===== src/rtl/fm_nco.sv =====
// FM numerically controlled oscillator: audio-modulated phase increment,
// wrapping phase accumulator and optionally dithered, truncated phase output.
module fm_nco #(
  parameter int          A         = 8,
  parameter int          K         = 4,
  parameter int          L         = 2,
  parameter int          N         = 18,
  parameter int          M         = 14,
  parameter logic [15:0] LFSR_SEED = 16'hACE1
) (
  input  logic         clk,
  input  logic         rst_n,
  input  logic         en,
  input  logic [A-1:0] audio,
  input  logic         audio_valid,
  input  logic [N-1:0] acc_inc,
  input  logic [K-1:0] df_inc_coef,
  input  logic [L-1:0] df_inc_fact,
  input  logic [2:0]   dith_fact,
  output logic [N-1:0] freq_inc,
  output logic [M-1:0] phase,
  output logic         wrap
);

  logic [A-1:0] audio_hold_q;
  logic [N-1:0] freq_inc_q, freq_inc_d;
  logic [N-1:0] phase_acc_q, phase_acc_d;
  logic [M-1:0] phase_q, phase_d;
  logic         wrap_q, wrap_d;
  logic [15:0]  lfsr_q, lfsr_d;

  logic [N-1:0] aud_ext;
  logic [N-1:0] coef_ext;
  logic [N-1:0] dev;
  logic [3:0]   shamt;
  logic [N:0]   acc_sum;
  logic [15:0]  dith_mask;
  logic [N-1:0] dith_ext;
  logic [N-1:0] phase_sum;

  // Unsigned modulo-2^N product of the sign-extended sample equals the
  // two's complement product, so no signed arithmetic is needed.
  assign aud_ext    = {{(N-A){audio_hold_q[A-1]}}, audio_hold_q};
  assign coef_ext   = N'(df_inc_coef);
  assign shamt      = 4'(df_inc_fact) + 4'd5;
  assign dev        = (aud_ext * coef_ext) << shamt;
  assign freq_inc_d = acc_inc + dev;

  assign acc_sum     = {1'b0, phase_acc_q} + {1'b0, freq_inc_q};
  assign phase_acc_d = acc_sum[N-1:0];
  assign wrap_d      = acc_sum[N];

  assign lfsr_d = {lfsr_q[14:0], lfsr_q[15] ^ lfsr_q[13] ^ lfsr_q[12] ^ lfsr_q[10]};

  // Dither add wraps silently; it never contributes to wrap.
  assign dith_mask = (16'd1 << dith_fact) - 16'd1;
  assign dith_ext  = N'(lfsr_q & dith_mask);
  assign phase_sum = phase_acc_q + dith_ext;
  assign phase_d   = phase_sum[N-1:N-M];

  always_ff @(posedge clk or negedge rst_n) begin
    if (!rst_n) begin
      audio_hold_q <= '0;
      freq_inc_q   <= '0;
      phase_acc_q  <= '0;
      phase_q      <= '0;
      wrap_q       <= 1'b0;
      lfsr_q       <= LFSR_SEED;
    end else begin
      if (audio_valid) audio_hold_q <= audio;
      freq_inc_q <= freq_inc_d;
      if (en) begin
        phase_acc_q <= phase_acc_d;
        wrap_q      <= wrap_d;
        lfsr_q      <= lfsr_d;
        phase_q     <= phase_d;
      end else begin
        wrap_q <= 1'b0;
      end
    end
  end

  assign freq_inc = freq_inc_q;
  assign phase    = phase_q;
  assign wrap     = wrap_q;

endmodule

===== config.mk =====
export PLATFORM = sky130hd
export DESIGN_NAME = fm_nco
export DESIGN_NICKNAME = d
export VERILOG_FILES = /design/src/rtl/fm_nco.sv
export SDC_FILE = /design/constraint.sdc
export NUM_CORES = 1
export LEC_CHECK = 0
export ABC_CLOCK_PERIOD_IN_PS = 6600
export CAP_MARGIN = 20
export CORE_AREA = 2 2 119 121
export DETAILED_ROUTE_END_ITERATION = 16
export DIE_AREA = 0 0 121 123
export PLACE_DENSITY = 0.74
export SYNTH_ARGS = -nofsm -noshare
export SYNTH_HDL_FRONTEND = slang
export SYNTH_SLANG_ARGS = --single-unit

===== constraint.sdc =====
create_clock -name clk -period 6.6 [get_ports clk]
set_input_delay 1.32 -clock clk [delete_from_list [all_inputs] [get_ports clk]]
set_output_delay 1.32 -clock clk [all_outputs]
set_load 0.03 [all_outputs]

---- Word level (Yosys, flattened, before mapping) ----
Cells that the tools add are included.
word-level totals
  input port bits ......................... 39
  output and inout port bits .............. 33
  logic and storage cells ................. 19
  register bits after elaboration ......... 75
operators by class
  add/subtract/negate cells ............... 5
  bitwise logic cells ..................... 4
  multiply operators ...................... 1
  shift-type cells ........................ 2
  multiplexer cells ....................... 1
operators with widths
  operator                                            count
  adder 18 x 18 -> 19 bit                             1
  adder 18 x 16 -> 18 bit                             1
  adder 18 bit                                        1
  left shift 18 x 4 -> 18 bit                         1
  bitwise AND 16 bit                                  1
  left shift 1 x 3 -> 16 bit, first input constant    1
  subtractor 16 x 1 -> 16 bit, second input constant  1
  multiplier 8 x 5 -> 13 bit                          1
  adder 2 x 3 -> 4 bit, second input constant         1
  bitwise XOR 1 bit                                   3
  two-way mux 1 bit                                   1

---- Depth between registers and ports, before layout ----
  depth in word-level cells ............... 4
  mapped depth ............................ 21
  gate-level depth less buffers ........... 21

---- Least setup slack after synthesis ----
OpenSTA, ideal clock, no wires.
  path type ............................... input to register
  start ................................... input port df_inc_coef[2]
  end ..................................... register freq_inc_q[16], in the netlist freq_inc[16]
  arrival time ............................ 5.861 ns
  slack ................................... 0.584 ns
  stages on the path ...................... 19
  library setup time ...................... 0.155 ns
  cells stage by stage .................... and2_1 -> ha_1 -> fa_1 -> inv_1 -> fa_1 -> inv_1 -> ha_1 -> o21ai_1 -> a21oi_1 -> o21a_1 -> o41ai_4 -> o21ai_0 -> xnor2_1 -> mux4_1 -> mux2_2 -> ha_1 -> mux2_2 -> a311oi_1 -> o311ai_0
between the ends
  word-level cells in the longest chain between the ends .. 3
ends and longest elaborated chain
  what                         RTL line  RTL
  start: declaration           17        input logic [K-1:0] df_inc_coef,
  multiplier 8 x 5 -> 13 bit   46        assign dev = (aud_ext * coef_ext) << shamt;
  left shift 18 x 4 -> 18 bit  46
  adder 18 bit                 47        assign freq_inc_d = acc_inc + dev;
  via freq_inc_d[16]           26        logic [N-1:0] freq_inc_q, freq_inc_d;
  end signal: assignment       71        freq_inc_q <= freq_inc_d;
  end: declaration             26
The timed path passes the listed nets, and every way through them passes these cells.
A chain may end at the register's enable or synchronous reset.

---- Final worst setup path ----
  start ................................... input port df_inc_coef[3]
  end ..................................... register freq_inc_q[16], in the netlist freq_inc[16]
Same word-level chain as after synthesis.

==> impl_metrics.env <==
export IMPL_start_util_pct=48.4
export IMPL_drt_wl_total_um=14100
export IMPL_startpoint_type="input port"
export IMPL_internal_power_w=0.00218
export IMPL_synth_top_family_by_area="adder cells"
export IMPL_crit_path_start="df_inc_coef[3]"
export IMPL_worst_setup_path_endpoint="freq_inc[16]"
export IMPL_mostFrequentLayoutCells="ha_1 (77), clkdlybuf4s50_1 (68), dfrtp_1 (67)"
export IMPL_core_area_mm2=0.0136
export IMPL_period_share_pct=96.1
export IMPL_final_common_cell="ha_1"
export IMPL_ctsRootBufferMaster="clkbuf_16"
export IMPL_ys_warn_count=0
export IMPL_worstPathRequired_ns=6.81
export IMPL_syn_area_mm2=0.00658
export IMPL_drt_initial_drc_count=274
export IMPL_synth_distinct_cells=68
export IMPL_grt_ovfl_total=0
export IMPL_wl_met1_um=5730
export IMPL_outcome="finished clean"
export IMPL_cp_cell_sequence="clkdlybuf4s50_1, and2_1, ha_1, fa_1, inv_1, fa_1, inv_1, ha_1, o21ai_2, a21oi_2, o21a_1, o41ai_4, o21ai_1, xnor2_1, mux4_1, mux2_2, ha_1, mux2_2, a311oi_1, o311ai_1"
export IMPL_drive_gt1_share_pct=12.9
export IMPL_reg2reg_to="freq_inc[16]"
export IMPL_worst_setup_path_type="in -> reg"
export IMPL_cts_max_path_buffers=2
export IMPL_syn_inst=693
export IMPL_critPathArrivalTime_ns=6.55
export IMPL_cpMaxStageDelayCell="fa_1"
export IMPL_finClkSkew_ns=0.00807
export IMPL_clkLatencyLatePin_ns=0.34
export IMPL_synth_edf_count=0
export IMPL_leakagePower_nw=3.61
export IMPL_numPlacedInstances=942
export IMPL_grt_pass1_wl_um=24100
export IMPL_synth_top_flop_cell="dfrtp_1"
export IMPL_cts_clk_slew_worst_paths_ns=0.06
export IMPL_top_layer="met4"
export IMPL_die_x_um=121
export IMPL_gp_congestion=0.860
export IMPL_wl_met2_um=7500
export IMPL_finalSetupViolations=0
export IMPL_final_nets=908
export IMPL_die_h_um=123
export IMPL_drc=0
export IMPL_grt_use_total_pct=20.3
export IMPL_cts_tree="built"
export IMPL_placed_area_mm2=0.00754
export IMPL_seq_area_frac_synth_pct=28.7
export IMPL_power_switching_w=0.00160
export IMPL_synth_top_cells_by_area="dfrtp_1 (25%), ha_1 (15%), mux2_2 (8.4%), fa_1 (5.8%), xnor2_1 (4.8%)"
export IMPL_cp_slowest_stage_delay_ns=0.54
export IMPL_drv_cap=0
export IMPL_combPwrFrac_pct=63.4
export IMPL_rrSetupSlack_ns=1.25
export IMPL_cellPowerDensity_mw_per_mm2=479
export IMPL_grt_max_degree=76
export IMPL_synth_compound_area_share_pct=13.7
export IMPL_routedWlPerCell_um=14.7
export IMPL_reg2reg_depth=19
export IMPL_seqPwrFrac_pct=22.7
export IMPL_avgSynthCellArea_um2=9.50
export IMPL_fin_area_mm2=0.00788
export IMPL_syn2layout_area_growth_pct=19.6
export IMPL_ys_async_sr_fraction_pct=100
export IMPL_final_max_slew_violation_count=0
export IMPL_hold_viol=0
export IMPL_crit_top_cell="ha_1"
export IMPL_vias_per_cell=5.45
export IMPL_swShare_pct=42.4
export IMPL_synth_top_area_share_pct=25.5
export IMPL_hp_class="reg -> reg"
export IMPL_final_antenna_net_count=0
export IMPL_worst_slew_pin_slew_ns=0.915
export IMPL_path_max_fanout=5
export IMPL_synth_mux_area_share_pct=11.1
export IMPL_synth_xor_area_share_pct=6.73
export IMPL_dieArea_mm2=0.0149
export IMPL_io_pins=72
export IMPL_placementRows=43
export IMPL_period_needed_ns=6.34
export IMPL_yosys_area_share_simple_pct=14.6
export IMPL_synth_area_leader_cell="dfrtp_1"
export IMPL_num_vias=5224
export IMPL_hpwlAfterDp_um=11100
export IMPL_htree_levels=3
export IMPL_ir_drop_uv=179
export IMPL_grt_pass1_vias=5481
export IMPL_antennaDiodeCount=0
export IMPL_synth_adder_area_share_pct=20.4
export IMPL_ys_seq_elements=75
export IMPL_max_clock_freq_ghz=0.158
export IMPL_fin_cells=958
export IMPL_port_buffers=71
export IMPL_first_pass_iters=4
export IMPL_nFillCells=1147
export IMPL_endpoint_kind="flop"
export IMPL_wl_met3_um=438
export IMPL_grt_antenna_before_repair=0
export IMPL_cts_setup_buffers=0
export IMPL_power_frac_clock_pct=13.8
export IMPL_cts_resized=0
export IMPL_r2r_start="audio_hold_q[3]"
export IMPL_slew_headroom_pct=39.0
export IMPL_hold_buffers=0
export IMPL_cts_num_sinks=75
export IMPL_cts_buffers=9
## power by group through the flow
| stage | combinational, W | clock, W | sequential, W |
|---|---|---|---|
| final | 0.00239 | 0.000523 | 0.000859 |
| after global placement | 0.00225 | 0 | 0.000854 |
| after CTS | 0.00238 | 0.000537 | 0.000859 |
| after detailed placement | 0.00236 | 0 | 0.000864 |
| after floorplan | 0.00163 | 0 | 0.000982 |
| after global routing | 0.00266 | 0.000559 | 0.000885 |
## critical path, delay by kind of cell
family,cells,cell delay (ns)
xor+xnor,1,0.15
buf+inv,3,0.56
compound gates,7,1.18
simple gates,1,0.17
mux,3,1.12
fa+ha+maj,5,2.05
## registers in the layout (all words and copies together), names as in the netlist
register      count
freq_inc         18
phase_acc_q      18
lfsr_q           16
phase            14
audio_hold_q      8
wrap              1
## Yosys cell counts, types with 8 or more instances
master,n
a21o_1,10
a21oi_1,38
and2_1,32
clkbuf_1,11
dfrtp_1,67
dfstp_2,8
fa_1,19
ha_1,77
inv_1,62
mux2_2,49
mux2i_1,8
nand2_1,36
nand3_1,14
nor2_1,56
nor2b_1,9
nor3_1,14
o21a_1,12
o21ai_0,30
or3_1,9
xnor2_1,36
xor2_1,12
## metrics by stage
| stage | worst slack (ns) | hold WS, ns | TNS [ns] | power [W] | utilization (%) |
|---|---|---|---|---|---|
| global route | -0.0101 | 0.525 | -0.0190 | 0.00410 | 57.9 |
| floorplan | 0.584 | 0.475 | 0 | 0.00261 | - |
| global placement | 0.00817 | 0.467 | 0 | 0.00311 | 55.4 |
| CTS | 0.168 | 0.486 | 0 | 0.00377 | 57.7 |
| finish | 0.255 | 0.484 | 0 | 0.00378 | 57.9 |
| detailed placement | -0.211 | 0.472 | -0.367 | 0.00322 | 55.4 |
## area by class of cell
type / count / area, um^2 / share of cell area [%]
Clock buffer: 10 / 229 / 2.91
Clock inverter: 6 / 90.1 / 1.14
Inverter: 63 / 236 / 3.00
Multi-Input combinational cell: 543 / 4430 / 56.2
Sequential cell: 75 / 1890 / 24.0
Tap cell: 180 / 225 / 2.86
Timing Repair Buffer: 81 / 781 / 9.91
## kinds of logic after synthesis
kind of cell	count (synthesis)
AO/OA/AOI/OAI	135
XOR/XNOR	49
other	2
AND/OR/NAND/NOR	194
flip-flops	75
multiplexers	61
adder cells (fa/ha/maj)	96
buffers and inverters	81
## routing by layer
metal / global-route usage (%) / up-vias
met3: 2.72 / 29
met4: 10.6 / 0
met5: 0 / -
li1: - / 2578
met1: 22.2 / 2505
met2: 38.1 / 112
## how the worst min path moves through the flow
stage	start	to	slack, ns	cells past startpoint
global route	phase[9]	phase[9]	0.53	1
detailed placement	phase[7]	phase[7]	0.47	2
floorplan	lfsr_q[9]	lfsr_q[9]	0.47	1
CTS	phase[7]	phase[7]	0.49	2
global placement	phase[7]	phase[7]	0.47	2
finish	phase[7]	phase[7]	0.48	2
Note: power is estimated with default switching activity, not from simulation.
